File: config.mk
export PLATFORM = sky130hd
export DESIGN_NAME = subwidth_packer
export DESIGN_NICKNAME = d
export VERILOG_FILES = /design/src/rtl/subwidth_packer.sv
export SDC_FILE = /design/constraint.sdc
export NUM_CORES = 1
export LEC_CHECK = 0
export BUFFER_PORTS_ARGS = -buffer_cell sky130_fd_sc_hd__buf_4
export CAP_MARGIN = 5
export CORE_MARGIN = 10
export CORE_UTILIZATION = 39
export DETAILED_ROUTE_END_ITERATION = 10
export GPL_ROUTABILITY_DRIVEN = 0
export PLACE_DENSITY = 0.63
export SKIP_CTS_REPAIR_TIMING = 1
export SYNTH_ARGS = -nofsm -noshare
export SYNTH_HDL_FRONTEND = slang
export SYNTH_SLANG_ARGS = --single-unit
File: constraint.sdc
create_clock -name clk -period 4.2 [get_ports clk]
set_input_delay 0.42 -clock clk [delete_from_list [all_inputs] [get_ports clk]]
set_output_delay 0.42 -clock clk [all_outputs]
set_load 0.01 [all_outputs]
File: src/rtl/subwidth_packer.sv
// subwidth_packer
//   Captures one snapshot of the subwidth output group per valid/ready
//   handshake, packs it into a flat word and queues it in a small FIFO that
//   streams out on a valid/ready interface.
//
// Ports:
//   clk          rising-edge clock
//   reset_l      asynchronous active-low reset
//   in_valid     snapshot on bus4a/bus4b/bus1a/bus1b/busdef is valid
//   in_ready     packer can accept a snapshot (FIFO not full)
//   bus4a        [0:3] ascending nibble
//   bus4b        [7:4] descending nibble
//   bus1a        scalar bit
//   bus1b        [0:0] one-bit vector
//   busdef       [DEFA:DEFB] define-sized field
//   clr_drop     synchronous clear of drop_sticky
//   out_valid    FIFO head valid
//   out_ready    consumer accepts head
//   out_data     packed head word
//   count        FIFO occupancy, 0..DEPTH
//   drop_sticky  a snapshot was offered while full
module subwidth_packer #(
    parameter int DEFA  = 7,
    parameter int DEFB  = 0,
    parameter int DEPTH = 4,
    localparam int BW   = 1 + DEFA - DEFB,
    localparam int W    = 10 + BW,
    localparam int CW   = $clog2(DEPTH) + 1
) (
    input  logic             clk,
    input  logic             reset_l,
    input  logic             in_valid,
    output logic             in_ready,
    input  logic [0:3]       bus4a,
    input  logic [7:4]       bus4b,
    input  logic             bus1a,
    input  logic [0:0]       bus1b,
    input  logic [DEFA:DEFB] busdef,
    input  logic             clr_drop,
    output logic             out_valid,
    input  logic             out_ready,
    output logic [W-1:0]     out_data,
    output logic [CW-1:0]    count,
    output logic             drop_sticky
);

    localparam int AW = $clog2(DEPTH);
    localparam logic [CW-1:0] FULL = CW'(DEPTH);

    logic [W-1:0]  mem [DEPTH];
    logic [AW-1:0] wr_ptr;
    logic [AW-1:0] rd_ptr;
    logic [W-1:0]  packed_word;
    logic          push;
    logic          pop;
    logic          drop;

    // Concatenation follows each declared range left to right, so bus4a[0]
    // lands at the MSB and busdef[DEFB] at bit 0 without any reversal.
    assign packed_word = {bus4a, bus4b, bus1a, bus1b, busdef};

    // Both flags come from registered count only; a pop never frees a slot
    // for a push in the same cycle.
    assign in_ready  = (count != FULL);
    assign out_valid = (count != '0);
    assign out_data  = mem[rd_ptr];

    assign push = in_valid && in_ready;
    assign pop  = out_valid && out_ready;
    assign drop = in_valid && !in_ready;

    // Storage is reset too so out_data reads zero straight out of reset.
    always_ff @(posedge clk or negedge reset_l) begin
        if (!reset_l) begin
            for (int unsigned i = 0; i < DEPTH; i++) begin
                mem[i] <= '0;
            end
        end else if (push) begin
            mem[wr_ptr] <= packed_word;
        end
    end

    always_ff @(posedge clk or negedge reset_l) begin
        if (!reset_l) begin
            wr_ptr <= '0;
            rd_ptr <= '0;
            count  <= '0;
        end else begin
            if (push) begin
                wr_ptr <= wr_ptr + 1'b1;
            end
            if (pop) begin
                rd_ptr <= rd_ptr + 1'b1;
            end
            if (push && !pop) begin
                count <= count + 1'b1;
            end else if (pop && !push) begin
                count <= count - 1'b1;
            end
        end
    end

    // Set has priority over clear.
    always_ff @(posedge clk or negedge reset_l) begin
        if (!reset_l) begin
            drop_sticky <= 1'b0;
        end else if (drop) begin
            drop_sticky <= 1'b1;
        end else if (clr_drop) begin
            drop_sticky <= 1'b0;
        end
    end

endmodule

# ---- After elaboration in Yosys (flattened, before gate mapping)
# Cells that the tools add are included.
# W data, S select, Z words.
dict set report word_totals {
  reg_bits 80
  input_bits 23
  out_inout_bits 24
}
dict set report op_classes {
  addsub 4
  n_lt_le_gt_ge 3
  eq_ne 1
  mux 10
  n_bitwise 2
  reduce_logical 12
}
# cell count
set ops {}
lappend ops {{$bwmux W72} 1}
lappend ops {{$mux W18} 3}
lappend ops {{$bmux W18 S2} 1}
lappend ops {{$demux W18 S2} 1}
lappend ops {{$ge A3 B3 Y1 const B} 2}
lappend ops {{$logic_and A1 B1 Y1} 6}
lappend ops {{$mux W3} 2}
lappend ops {{$not A2 Y3} 2}
lappend ops {{$add A2 B1 Y2 const B} 2}
lappend ops {{$reduce_bool A2 Y1} 2}
lappend ops {{$add A3 B1 Y3 const B} 1}
lappend ops {{$logic_not A1 Y1} 3}
lappend ops {{$lt A3 B1 Y1 const B} 1}
lappend ops {{$ne A3 B3 Y1 const B} 1}
lappend ops {{$reduce_bool A3 Y1} 1}
lappend ops {{$sub A3 B1 Y3 const B} 1}
lappend ops {{$mux W1} 2}

# ---- Logic depth before layout (Yosys ltp)
# Gate-level depths: netlist (run 1).
dict set report depth {
  word_depth 6
  depth_mapped 9
  ltp_nobuf 8
}

# ---- Least setup slack after synthesis (run 1)
# Ideal clock, no wire load.
dict set report synth_timing {
  path_type {register to register}
  start {reg count[1]}
  end {reg count[1]}
  t_arrival_ps 2088
  required_time_ps 4075
  path_slack_ps 1987
  path_stages_with_launch 8
  n_path_buf 1
  path_cell_list {dfrtp_1 or3b_1 buf_6 and2_2 ha_1 inv_1 fa_1 mux2_2}
}
dict set report synth_between {
  elab_chain_len 5
}
# item line_no
set synth_rtl {}
lappend synth_rtl {{start, declared} 43} ;# output logic [CW-1:0] count,
lappend synth_rtl {{start signal, assigned} 96} ;# count <= count + 1'b1;
lappend synth_rtl {{start signal, assigned} 98} ;# count <= count - 1'b1;
lappend synth_rtl {{$ne A3 B3 Y1 *} 64} ;# assign in_ready = (count != FULL);
lappend synth_rtl {{net in_ready} 33} ;# output logic in_ready,
lappend synth_rtl {{$logic_and A1 B1 Y1 *} 68} ;# assign push = in_valid && in_ready;
lappend synth_rtl {{net push} 54} ;# logic push;
lappend synth_rtl {{$logic_not A1 Y1} 97} ;# end else if (pop && !push) begin
lappend synth_rtl {{$logic_and A1 B1 Y1} 97}
lappend synth_rtl {{$reduce_bool A2 Y1 (no line)} -}
# The timed path passes the listed nets; every way through them passes the cells marked *. The select of a mux whose other input is x is not followed.
# A chain may end at the register's enable or synchronous reset.

# ---- Final worst setup path (run 1)
dict set report layout_timing {
  start {reg rd_ptr[0]}
  end {out out_data[6]}
}
dict set report layout_between {
  elab_chain_len 4
}
# item line_no
set layout_rtl {}
lappend layout_rtl {{start, declared} 52} ;# logic [AW-1:0] rd_ptr;
lappend layout_rtl {{start signal, assigned} 93} ;# rd_ptr <= rd_ptr + 1'b1;
lappend layout_rtl {{$not A2 Y3 (implied by the code)} 66} ;# assign out_data = mem[rd_ptr];
lappend layout_rtl {{$bmux W18 S2} 66}
lappend layout_rtl {{$mux W18 (implied by the code) (2 in series)} 66}
lappend layout_rtl {{end, declared} 42} ;# output logic [W-1:0] out_data,
# No other way between the ends. The select of a mux whose other input is x is not followed.

==> results.py, run 1 <==
metrics = {
    "status": {
        "status": "completed",
    },
    "worst_setup_path": {
        "crit-reg2reg-capture": "count[1]",
        "rr_startpoint": "count[0]",
        "critPathArrivalTime_ns": 2.03,
        "end_kind": "output pin",
        "rr_worst_depth": 6,
        "critPathKind": "reg -> out",
        "path_cells": "buf_4, mux4_2, buf_4",
        "cp-endpoint": "out_data[6]",
        "crit_family": "multiplexers",
        "worstSetupStartpointType": "flop",
        "cp_slowest_cell": "mux4_2",
        "critPathMostFrequentCell": "buf_4",
        "cp.buffers_inverters": 2,
        "path_max_fanout": 15,
        "crit_cells": 3,
        "crit_required_ns": 3.78,
        "r2r_slack_ns": 1.93,
        "critPathMaxStageDelay_ns": 0.59,
        "crit_path_start": "rd_ptr[0]",
    },
    "final_layout": {
        "n_antenna_cell": 0,
        "fillers": 846,
        "utilization": 0.468,
        "drive_above_1_share": 0.593,
        "syn2layout_area_growth_pct": 15.9,
        "layout.cells.non_filler": 397,
        "seqCellArea_mm2": 0.00200,
        "multiInputGateArea_mm2": 0.00159,
        "layout.nets": 292,
    },
    "clock_tree": {
        "cts_max_path_buffers": 2,
        "clk_pin_slew_ns": 0.08,
        "cts_tree": "built",
        "clk_latency_ns": 0.36,
        "htree_levels": 3,
        "cts_buffers": 9,
        "cts.sinks": 80,
        "ctsRootBufferMaster": "clkbuf_8",
    },
    "timing": {
        "max_slew_margin": 0.316,
        "fmax_mhz": 408,
        "period_needed_ns": 2.45,
        "hold_violations": 0,
        "clock_skew_ns": 0.0108,
        "finalMaxSlewViolations": 0,
        "fin_setup_tns_ns": 0,
        "grt_setup_unrepaired": "no",
        "timing.final.crit_share": 0.584,
        "fin_ws_ns": 1.75,
        "worstMarginPinSlew_ns": 1.03,
        "finalSetupViolCount": 0,
    },
    "global_route": {
        "grt_usage": 0.110,
        "grt.overflow.total": 0,
        "grt_max_degree": 81,
        "antenna_found_initial": 0,
        "first_global_vias": 2189,
        "grt_pass1_wl_mm": 12.3,
    },
    "yosys": {
        "synthCells": 214,
        "avgSynthCellArea_um2": 17.6,
        "synth_top_area_share": 0.532,
        "synth-seq-cells": 80,
        "synth.area.top_cells": "dfrtp_1 53%, mux2_4 16%, mux4_2 11%, mux2_2 9.9%, buf_12 2.1%",
        "yosysUniqueCellTypes": 23,
        "syn_area_mm2": 0.00376,
        "yosysTopAreaCell": "dfrtp_1",
        "seq_area_frac_synth": 0.532,
        "yosysWarnings": 0,
        "synth_nets": 243,
    },
    "placed_design": {
        "pre_cts_ws_ns": 1.93,
        "dp.cells": 381,
        "portBuffers": 46,
        "dp.final_hpwl_mm": 4.84,
    },
    "floorplanning": {
        "fp.dieArea_mm2": 0.0140,
        "ios": 47,
        "chipHeight_um": 118,
        "initial_core_util": 0.403,
        "core_area_mm2": 0.00933,
        "num_rows": 35,
        "fp.dieW_um": 118,
    },
    "hold_path": {
        "min_path_type": "in -> async",
    },
    "routing": {
        "first_iter_violations": 103,
        "vias": 1952,
        "drcViolationCount": 0,
        "viasPerCell": 4.92,
        "wl_mm": 7.40,
        "drt-pass1-iter-count": 3,
        "drtAntennaViolNets": 0,
        "wire_per_inst_um": 18.6,
    },
    "power": {
        "p_leak_nw": 1.94,
        "pwr_density_cell_mw_per_mm2": 852,
        "irDropWorstVdd_uv": 424,
        "totalPowerFinal_mw": 3.72,
    },
    "job": {
        "cap_viol_max_count": 0,
    },
}
[layout by cell type, fill, tap and decap left out, types with 2 or more instances in the layout]
| cell | count |
|---|---|
| dfrtp_1 | 80 |
| buf_4 | 51 |
| mux2_4 | 40 |
| mux2_2 | 33 |
| mux4_2 | 18 |
| clkbuf_8 | 11 |
| inv_1 | 5 |
| ha_1 | 5 |
| and3_1 | 4 |
| xnor2_1 | 4 |
| clkinvlp_4 | 3 |
| xor2_1 | 2 |
| nand3_1 | 2 |
[logic make-up (layout without fill, tap and decap cells)]
kind of cell / count (synthesis) / after routing / share of synthesized area
multiplexers: 91 / 91 / 0.366
AND/OR/NAND/NOR: 11 / 11 / 0.0176
XOR/XNOR: 6 / 6 / 0.0140
flip-flops: 80 / 80 / 0.532
adder cells (fa/ha/maj): 6 / 6 / 0.0219
buffers and inverters: 18 / 72 / 0.0455
AO/OA/AOI/OAI: 2 / 2 / 0.00299
[Yosys cell counts (all sizes together)]
master / n
dfrtp: 80
mux2: 73
mux4: 18
buf: 11
ha: 5
inv: 5
and3: 4
xnor2: 4
clkbuf: 2
nand3: 2
xor2: 2
and2: 1
fa: 1
nand2: 1
nor2: 1
o21ai: 1
o22ai: 1
or3: 1
or3b: 1
[layer usage]
layer  GRT usage  share of wire
met1       0.144           0.48
met2       0.161           0.45
met3      0.0543          0.063
met4      0.0232         0.0066
met5           0              0
[flip-flops by register name, summed over array words and instances (netlist names)]
register	flops
count	3
drop_sticky	1
mem	72
rd_ptr	2
wr_ptr	2
[how the worst min path moves through the flow]
stage,start,cells past startpoint,to
CTS,clr_drop,2,drop_sticky
finish,reset_l,1,mem[63]
global placement,mem[60],1,mem[60]
floorplan,reset_l,0,count[0]
detailed placement,mem[19],1,mem[19]
global route,clr_drop,2,drop_sticky
[through the flow]
stage	area, um2	hold slack, ns
after floorplan	3760	0.124
after global placement	4160	0.485
after detailed placement	4160	0.490
after CTS	4360	0.245
after global routing	4360	0.242
final	4360	0.217
[power by group]
part / internal, mW / switching [mW] / total, mW / leakage, nW
Sequential: 1.17 / 0.270 / 1.44 / 0.951
Clock: 0.307 / 0.279 / 0.586 / 0.0948
Combinational: 1.09 / 0.601 / 1.69 / 0.895
Total: 2.57 / 1.15 / 3.72 / 1.94
[worst register-to-register path, delay by kind of cell, from the launching register on]
kind / cells / cell delay, ns
AND/OR/NAND/NOR: 2 / 0.74
adder cells (fa/ha/maj): 2 / 0.63
buffers and inverters: 1 / 0.08
multiplexers: 1 / 0.27
flip-flops: 1 / 0.44
[final cells by class]
| type | instances | area share |
|---|---|---|
| repair buffers | 51 | 0.0878 |
| inverters | 5 | 0.00430 |
| clock buffers | 12 | 0.0356 |
| multi-input cells | 116 | 0.364 |
| clock inverters | 4 | 0.0120 |
| well taps | 129 | 0.0370 |
| flip-flops and latches | 80 | 0.459 |
(Power assumes the default switching activity.)
==> run 2: changes to the inputs <==
ABC_AREA = 1   (was not set)
PLACE_DENSITY = 0.65   (was 0.63)
clock period = 2.1 ns   (was 4.2 ns; I/O delays follow)
==> run 2 against run 1 <==
  * Final cell count up 70%
  * Worst setup slack worse by 1.5 ns
  * Critical path depth increased by 1
  * Clock power up 120%
  * First-iteration DRC count grew to 2.9 times the previous value
  * Sequential cell count is the same
  * Largest cell class unchanged
==> results.py, run 2 <==
metrics = {
    "final_layout": {
        "fillers": 1004,
        "seqCellArea_mm2": 0.00200,
        "largest_register_ffs": 72,
        "multiInputGateArea_mm2": 0.00174,
        "max_flop_register": "mem",
        "layout.nets": 563,
        "largestRegisters": "mem (72), count (3)",
        "syn2layout_area_growth_pct": 16.1,
        "layout_common_cells": "166 x nand2_1, 80 x dfrtp_1, 73 x nand4_1",
        "layout_commonest_cell": "nand2_1",
        "drive_above_1_share": 0.165,
        "n_antenna_cell": 0,
    },
    "global_route": {
        "grt.overflow.total": 0,
        "antenna_found_initial": 0,
        "grt_max_degree": 79,
        "grt_pass1_wl_mm": 18.7,
        "grt_usage": 0.155,
        "first_global_vias": 3666,
    },
    "job": {
        "cap_viol_max_count": 0,
    },
    "worst_setup_path": {
        "crit_required_ns": 1.89,
        "worstSetupStartpointType": "flop",
        "path_max_fanout": 78,
        "rr_worst_depth": 10,
        "end_kind": "output pin",
        "critPathKind": "reg -> out",
        "critPathArrivalTime_ns": 1.68,
    },
    "routing": {
        "wire_per_inst_um": 16.6,
        "drcViolationCount": 0,
        "drtAntennaViolNets": 0,
        "vias": 3647,
        "viasPerCell": 5.41,
        "wl_mm": 11.2,
        "drt-pass1-iter-count": 5,
        "first_iter_violations": 298,
    },
    "power": {
        "power.internal_mw": 4.36,
        "irDropWorstVdd_uv": 611,
        "totalPowerFinal_mw": 7.66,
        "switching_share": 0.430,
        "power_switching_mw": 3.29,
        "p_leak_nw": 2.38,
        "clkPwrFrac": 0.165,
        "pwr_density_cell_mw_per_mm2": 1630,
        "p_seq_frac": 0.348,
        "combPwrFrac": 0.487,
    },
    "timing": {
        "finalSetupViolCount": 0,
        "worstMarginPinSlew_ns": 0.731,
        "grt_setup_unrepaired": "no",
        "timing.final.crit_share": 0.902,
        "max_slew_margin": 0.513,
        "period_needed_ns": 1.89,
        "fin_ws_ns": 0.206,
        "finalMaxSlewViolations": 0,
        "fmax_mhz": 528,
        "hold_violations": 0,
        "clock_skew_ns": 0.00937,
        "fin_setup_tns_ns": 0,
    },
    "floorplanning": {
        "core_area_mm2": 0.0102,
        "num_rows": 37,
        "fp.dieW_um": 122,
        "chipHeight_um": 122,
        "fp.dieArea_mm2": 0.0148,
        "initial_core_util": 0.397,
        "ios": 47,
    },
    "yosys": {
        "synth_edf_count": 0,
        "synthMostInstantiatedCell": "nand2_1",
        "synth_top_family_by_area": "simple AND/OR/NAND/NOR gates",
        "synth_fa_ha_area_frac": 0.0204,
        "ys_top_cells_by_count": "166 x nand2_1, 80 x dfrtp_1, 73 x nand4_1",
        "synth_simple_gate_area_frac": 0.339,
        "syn_area_mm2": 0.00404,
        "synth_nets": 525,
        "yosys.area_share.xor_xnor": 0.00217,
        "yosysUniqueCellTypes": 21,
        "avgSynthCellArea_um2": 8.14,
        "yosysWarnings": 0,
        "seq_area_frac_synth": 0.496,
        "synth_compound_area_frac": 0.0682,
        "synth_top_area_share": 0.496,
        "synth_top_flop_cell": "dfrtp_1",
        "synth.area.top_cells": "dfrtp_1 50%, nand2_1 15%, nand4_1 11%, o21ai_0 5.5%, nor2_1 5.0%",
        "synthCells": 496,
        "yosysTopAreaCell": "dfrtp_1",
        "muxShareOfSynthArea": 0,
        "synth-seq-cells": 80,
        "postSynth.asyncResetShare": 1.00,
    },
    "clock_tree": {
        "ctsRootBufferMaster": "clkbuf_8",
        "clk_latency_ns": 0.36,
        "cts_buffers": 9,
        "htree_levels": 3,
        "clk_pin_slew_ns": 0.08,
        "cts.sinks": 80,
        "cts_max_path_buffers": 2,
        "cts_tree": "built",
    },
    "placed_design": {
        "pre_cts_ws_ns": 0.210,
        "portBuffers": 46,
        "dp.final_hpwl_mm": 7.24,
    },
    "hold_path": {
        "min_path_type": "in -> reg",
        "holdPathStages": 2,
    },
    "status": {
        "status": "completed",
    },
}
[run 2: critical path, cell delays in order, from the launching register on]
cell     delay [ns]
dfrtp_1        0.48
nor2_4         0.07
nand2_4        0.06
buf_6          0.46
buf_4          0.23
[run 2: cells by family after synthesis]
family,after synthesis
xor+xnor,1
buf+inv,50
fa+ha+maj,6
simple gates,304
compound gates,55
flops,80
[run 2: layer usage]
metal	track usage	vias up	share of wire
met5	0	-	0
met4	0.0410	0	0.0073
met3	0.0365	8	0.078
met2	0.261	142	0.49
met1	0.194	1759	0.42
li1	-	1738	-
[run 2: area by class of cell]
cell class,instances,share of cell area
clock buffers,9,0.0264
clock inverters,6,0.0197
inverters,10,0.00801
multi-input cells,366,0.370
flip-flops and latches,80,0.427
well taps,136,0.0363
repair buffers,67,0.112
[run 2: power by group through the flow]
stage | clock [mW] | combinational, mW | sequential [mW]
3_3_place_gp | 0 | 3.67 | 2.66
4_1_cts | 1.29 | 3.77 | 2.66
2_1_floorplan | 0 | 2.42 | 2.61
5_1_grt | 1.35 | 4.22 | 2.76
6_report | 1.26 | 3.73 | 2.66
3_5_place_dp | 0 | 3.75 | 2.69
[run 2: metrics by stage]
stage	util	hold WS (ns)	area, um2	cells
floorplan	-	-0.0856	4040	496
global placement	0.437	0.201	4450	658
detailed placement	0.437	0.205	4450	658
CTS	0.459	-0.181	4670	673
global route	0.460	0.0524	4690	674
finish	0.460	0.0410	4690	674
[run 2: worst paths after layout]
| check | from | to | slack [ns] |
|---|---|---|---|
| hold reg to reg | mem[15] | mem[15] | 0.47 |
| setup / recovery | count[0] | in_ready | 0.21 |
| hold / removal | clr_drop | drop_sticky | 0.04 |
| min in group asynchronous | reset_l | mem[12] | 0.35 |
| max in group asynchronous | reset_l | mem[19] | 1.13 |
| setup reg to reg | count[1] | count[2] | 0.22 |
